`config.mk`:
```
export PLATFORM = sky130hd
export DESIGN_NAME = regbank_write_ctrl
export DESIGN_NICKNAME = d
export VERILOG_FILES = /design/src/rtl/regbank_write_ctrl.sv
export SDC_FILE = /design/constraint.sdc
export NUM_CORES = 1
export LEC_CHECK = 0
export CAP_MARGIN = 10
export CORE_MARGIN = 2
export CORE_UTILIZATION = 40
export DETAILED_ROUTE_END_ITERATION = 12
export DONT_BUFFER_PORTS = 1
export PLACE_DENSITY = 0.53
export SYNTH_ARGS = -nofsm -noshare
export SYNTH_HDL_FRONTEND = slang
export SYNTH_SLANG_ARGS = --single-unit
```
`constraint.sdc`:
```
create_clock -name clk -period 1.9 [get_ports clk]
set_clock_uncertainty 0.1 [all_clocks]
set_input_delay 0.38 -clock clk [delete_from_list [all_inputs] [get_ports clk]]
set_output_delay 0.38 -clock clk [all_outputs]
set_load 0.02 [all_outputs]
```
`src/rtl/regbank_write_ctrl.sv`:
```
// Two-requester write arbiter for an 8x16 register bank, with a busy scoreboard and power-up bank clear.
// Grants are combinational and the bank write follows one cycle later; a requester that is not granted holds its request.
module regbank_write_ctrl (
    input  logic        clk,
    input  logic        rst_n,
    input  logic        a_req,
    input  logic [2:0]  a_addr,
    input  logic [15:0] a_data,
    output logic        a_gnt,
    input  logic        b_req,
    input  logic [2:0]  b_addr,
    input  logic [15:0] b_data,
    output logic        b_gnt,
    input  logic        rsv_valid,
    input  logic [2:0]  rsv_addr,
    output logic        rsv_ok,
    output logic [7:0]  busy,
    output logic [7:0]  enable,
    output logic [15:0] destination_data,
    output logic        init_done
);

    typedef enum logic {
        INIT = 1'b0,
        RUN  = 1'b1
    } state_t;

    state_t      state_q, state_d;
    logic [2:0]  cnt_q, cnt_d;
    logic [7:0]  enable_q, enable_d;
    logic [15:0] data_q, data_d;
    logic [7:0]  busy_q, busy_d;
    logic        init_done_q, init_done_d;
    logic        last_b_q, last_b_d;   // 1 when B held the most recent grant

    always_ff @(posedge clk or negedge rst_n) begin
        if (!rst_n) begin
            state_q     <= INIT;
            cnt_q       <= 3'd0;
            enable_q    <= 8'h00;
            data_q      <= 16'h0000;
            busy_q      <= 8'h00;
            init_done_q <= 1'b0;
            last_b_q    <= 1'b1;
        end else begin
            state_q     <= state_d;
            cnt_q       <= cnt_d;
            enable_q    <= enable_d;
            data_q      <= data_d;
            busy_q      <= busy_d;
            init_done_q <= init_done_d;
            last_b_q    <= last_b_d;
        end
    end

    always_comb begin
        state_d     = state_q;
        cnt_d       = cnt_q;
        enable_d    = 8'h00;
        data_d      = data_q;
        busy_d      = busy_q;
        init_done_d = init_done_q;
        last_b_d    = last_b_q;
        a_gnt       = 1'b0;
        b_gnt       = 1'b0;
        rsv_ok      = 1'b0;

        if (state_q == INIT) begin
            enable_d = 8'h01 << cnt_q;
            data_d   = 16'h0000;
            cnt_d    = cnt_q + 3'd1;
            if (cnt_q == 3'd7) begin
                state_d     = RUN;
                init_done_d = 1'b1;
            end
        end else begin
            a_gnt  = a_req & (~b_req | last_b_q);
            b_gnt  = b_req & ~a_gnt;
            rsv_ok = rsv_valid & ~busy_q[rsv_addr];

            if (a_gnt) begin
                enable_d       = 8'h01 << a_addr;
                data_d         = a_data;
                busy_d[a_addr] = 1'b0;
                last_b_d       = 1'b0;
            end else if (b_gnt) begin
                enable_d       = 8'h01 << b_addr;
                data_d         = b_data;
                busy_d[b_addr] = 1'b0;
                last_b_d       = 1'b1;
            end

            // A release of a busy register blocks its reservation through rsv_ok, so this set only lands on free registers.
            if (rsv_ok) begin
                busy_d[rsv_addr] = 1'b1;
            end
        end
    end

    assign busy             = busy_q;
    assign enable           = enable_q;
    assign destination_data = data_q;
    assign init_done        = init_done_q;

endmodule

```
# == Yosys cells after proc, flatten, opt, wreduce, memory -nomap -nowiden ==
# Index checks and enable logic that the tools add are counted.
# Widths: inputs -> output; s select.
# word_totals
regBits,38
inputBits,46
output_inout_bits,36
wordCells,63
# op_classes
addsub,1
order_cmp,6
eq_ne,2
shift,3
mux,25
n_bitwise,13
n_reduce_logical,6
# ops
operator,count
$mux 8,7
$mux 16,3
$shl 1x3->8 const A,3
$and 8x8->8,2
$not 8->8,2
$lt 3x4->1 const B,3
$mux 1,11
$demux 1 s3,3
$ge 3x1->1 const B,3
$or 8x8->8,1
$not 1->1,4
$reduce_and 2->1,2
$add 3x1->3 const B,1
$and 1x1->1,3
$bmux 1 s3,1
$eq 3x3->1 const B,1
$logic_and 1x1->1,3
$ne 3x1->1 const B,1
$reduce_bool 2->1,1
$or 1x1->1,1

# == Longest topological paths before layout ==
# logic_depth
depth_word,11
ltp_mapped,6
ltp_nobuf,4

# == Least setup slack after synthesis ==
# No wires, ideal clock.
# synth_path
path_type,in2out
start,input port rsv_addr[2]
end,output port rsv_ok
arrival_ns,1.635
required_time_ns,1.420
path_slack_ns,-0.215
stages,3
path_buffers,1
path_cell_list,clkbuf_1 -> mux4_2 -> a2111oi_2
# synth_via
elab_chain_len,5
# synth_rtl
element,line_no,source
from (decl),15,"input logic [2:0] rsv_addr,"
$bmux 1 s3,79,rsv_ok = rsv_valid & ~busy_q[rsv_addr];
$mux 1 (implied by the code),79,
$not 1->1,79,
$and 1x1->1,79,
$mux 1,68,if (state_q == INIT) begin
to (decl),16,"output logic rsv_ok,"
# Every way passes these cells. The select of a mux whose other input is x is not followed.

# == Worst setup path in the final report ==
# layout_path
start,register busy_q[6] (netlist: busy[6])
end,output port rsv_ok
# layout_via
elab_chain_len,5
# layout_rtl
element,line_no,source
from (decl),32,"logic [7:0] busy_q, busy_d;"
from (signal assigned),50,busy_q <= busy_d;
$bmux 1 s3,79,
$mux 1 (implied by the code),79,
$not 1->1,79,
$and 1x1->1,79,
$mux 1,68,
# Every way passes these cells. The select of a mux whose other input is x is not followed.

==> flow_metrics.py <==
metrics = {
    "drt": {
        "num_vias": 1437,
        "drt_iter0_markers": 117,
        "viasPerCell": 5.59,
        "ant_nets": 0,
        "wire_per_inst_um": 17.7,
        "drc": 0,
        "dr.pass1.iters": 4,
        "totalWireLength_um": 4540,
    },
    "clock_tree": {
        "clockBufferDepth": 2,
        "cts.repair.resized": 0,
        "root_buffer": "clkbuf_8",
        "cts_sinks": 38,
        "clk_pin_slew_ns": 0.08,
        "cts_buffers": 5,
        "post_cts_buffers": 0,
        "htree_levels": 2,
        "insertion_delay_ns": 0.28,
        "cts_tree": "yes",
    },
    "setup_path": {
        "reg2reg_to": "busy[7]$_DFFE_PN0P_",
        "r2r_cells": 4,
        "r2r_start": "last_b_q$_DFFE_PN1P_",
        "end_kind": "output port",
        "cp_max_fo": 2,
        "critPathRequiredTime_ns": 1.42,
        "critical_path_class": "reg -> out",
        "cp-endpoint": "rsv_ok",
        "arrival_ns": 1.65,
        "rrSetupSlack_ns": 0.16,
        "crit_start": "busy[6]$_DFFE_PN0P_",
        "startpoint_type": "flip-flop",
    },
    "timing": {
        "rsz0062_at_grt": "yes",
        "fmax_mhz": 468,
        "post-route-period-util_pct": 112,
        "fin_ws_ns": -0.235,
        "finalMaxSlewViolations": 0,
        "tightest_slew_ns": 0.393,
        "fin_crit_ns": 2.13,
        "slew-limit-headroom_pct": 73.8,
        "timing_hold_violations_final": 0,
        "setup_violations": 1,
    },
    "yosys": {
        "synthCells": 186,
        "synth_flop_cell": "dfrtp_1",
        "synth_edf_count": 0,
        "synth_mux_area_share_pct": 11.1,
        "ys_warn_count": 0,
        "yosys_register_bits": 38,
        "synth_compound_area_share_pct": 16.0,
        "synth.distinct_cells": 40,
        "synth_most_common_cell": "dfrtp_1",
        "yosysSeqAreaShare_pct": 49.2,
        "syn_nets": 238,
        "synth_area_leader_cell": "dfrtp_1",
        "synthTopCellsByCount": "37 x dfrtp_1, 25 x nand2_1, 22 x o21ai_0",
        "yosys-top-cells-area": "dfrtp_1 48%, mux2i_1 9.3%, o21ai_0 5.7%",
        "yosys.area_share.simple_pct": 15.8,
        "synthXorXnorAreaFrac_pct": 0.453,
        "synth_top_family_by_area": "compound AO/OA/AOI/OAI gates",
        "synth_top_area_share_pct": 47.9,
        "synth_fa_ha_area_share_pct": 3.88,
        "syn_avg_cell_area_um2": 10.4,
        "netlist_area_um2": 1930,
        "async_flop_share_pct": 100,
    },
    "die": {
        "die_x_um": 73.5,
        "core-area_um2": 4690,
        "dieArea_um2": 5410,
        "initial_core_util_pct": 41.2,
        "fp-row-count": 25,
        "ios": 82,
        "fp.dieH_um": 73.5,
    },
    "run_status": {
        "outcome": "finished, violations left",
        "violations": "negative setup slack",
    },
    "placed_design": {
        "io_buffer_count": 0,
        "hpwl_um": 3450,
        "place_area_um2": 2090,
        "placedCellCount": 247,
        "place_congestion": 0.840,
    },
    "grt": {
        "grt_pass1_wl_um": 7250,
        "met2_usage_pct": 29.0,
        "use_met1_pct": 21.9,
        "antenna_found_initial": 0,
        "grt.total_usage_pct": 17.8,
        "gr-usage-met3_pct": 5.90,
        "grt_overflow_total": 0,
        "grt_max_degree": 39,
        "grt_pass1_vias": 1492,
        "grt-busiest-layer": "met2",
    },
    "final_layout": {
        "fillerInstances": 453,
        "syn2layout_area_growth_pct": 16.9,
        "drive_gt1_share_pct": 15.8,
        "fin_cells": 257,
        "fin_area_um2": 2260,
        "num-nets-final": 254,
        "diodes": 0,
    },
    "power": {
        "power.density_nw_per_um2": 1030,
        "seqPwrFrac_pct": 44.2,
        "p_int_mw": 1.68,
        "p_comb_share_pct": 19.9,
        "switching_share_pct": 28.0,
        "power.share.clock_pct": 36.0,
        "p_switching_mw": 0.650,
        "vdd_drop_max_mv": 0.417,
        "power_leakage_nw": 1.06,
    },
    "flow_run": {
        "drv_cap": 0,
    },
    "hold_path": {
        "hp-class": "in -> reg",
        "hold_depth": 1,
    },
}
-- critical path, cell delays in order (launching register included) --
cell and delay, ns:
dfrtp_1 0.38, mux4_2 0.51, a2111oi_4 0.29, buf_4 0.19
-- power by group through the flow --
| stage | logic, mW | registers, mW | clock network (mW) |
|---|---|---|---|
| after global placement | 0.431 | 1.04 | 0 |
| final | 0.462 | 1.03 | 0.837 |
| after detailed placement | 0.444 | 1.04 | 0 |
| after floorplan | 0.228 | 1.11 | 0 |
| after CTS | 0.468 | 1.03 | 0.863 |
| after global routing | 0.504 | 1.04 | 0.909 |
-- layout by cell type, fill, tap and decap left out, types with 2 or more instances in the layout --
master	instances
a22o_1	4
nor3b_1	3
nor2_1	10
dfrtp_1	37
bufinv_16	2
clkbuf_8	6
buf_4	15
a32oi_1	5
nand2_1	25
nor3_1	3
nand3_1	2
a21oi_1	2
nor2b_1	5
o21ai_0	22
ha_1	6
a21o_1	2
and3_1	4
a221o_1	2
mux2i_1	18
inv_1	8
-- cells by family after synthesis --
group,count (synthesis)
muxes,20
AOI/OAI and AO/OA,46
adders and majority gates,6
DFF,38
xor gates and xnor gates,1
and+or+nand+nor,59
buffers and inverters,16
-- per-layer routing --
metal / vias up / routed length [um]
li1: 692 / -
met1: 673 / 1920
met2: 68 / 2210
met3: 4 / 380
met4: 0 / 31
met5: - / 0
-- worst min-delay path by stage --
stage          startpoint                              end
2_1_floorplan       rst_n              busy[0]$_DFFE_PN0P_
3_3_place_gp        rst_n  destination_data[0]$_DFFE_PN0P_
3_5_place_dp        rst_n  destination_data[0]$_DFFE_PN0P_
4_1_cts             a_req             last_b_q$_DFFE_PN1P_
5_1_grt             a_req             last_b_q$_DFFE_PN1P_
6_report            a_req             last_b_q$_DFFE_PN1P_
-- sequential cells by signal, indices dropped and copies added (netlist names) --
register and count:
busy 8, state_q 1, enable 8, last_b_q 1, destination_data 16, cnt_q 3, init_done 1
-- area by class of cell --
type | count | area, um^2 | share of cell area (%)
clock inverter | 2 | 60.1 | 2.66
multi-input combinational | 132 | 926 | 41.0
tap | 54 | 67.6 | 2.99
clock buffer | 6 | 82.6 | 3.65
timing repair buffer | 17 | 143 | 6.31
sequential | 38 | 952 | 42.1
inverter | 8 | 30.0 | 1.33
-- what timing repair did --
action / in CTS / in global routing
hold buffers: 2 / 0
hold endpoints to repair: 38 / 0
pin swaps: 0 / 0
setup endpoints to repair: 1 / 1
-- stage by stage --
stage	setup TNS [ns]	utilization [%]	hold WS [ns]	setup slack [ns]	power [mW]
floorplan	0	-	-0.0156	0.00615	1.34
global placement	0	44.5	-0.0148	0.0426	1.47
detailed placement	0	44.5	-0.0147	0.0384	1.49
CTS	-0.260	48.2	0.0441	-0.260	2.36
global route	-0.301	48.2	0.0545	-0.301	2.45
finish	-0.235	48.2	0.0523	-0.235	2.33
(Power assumes the default switching activity.)
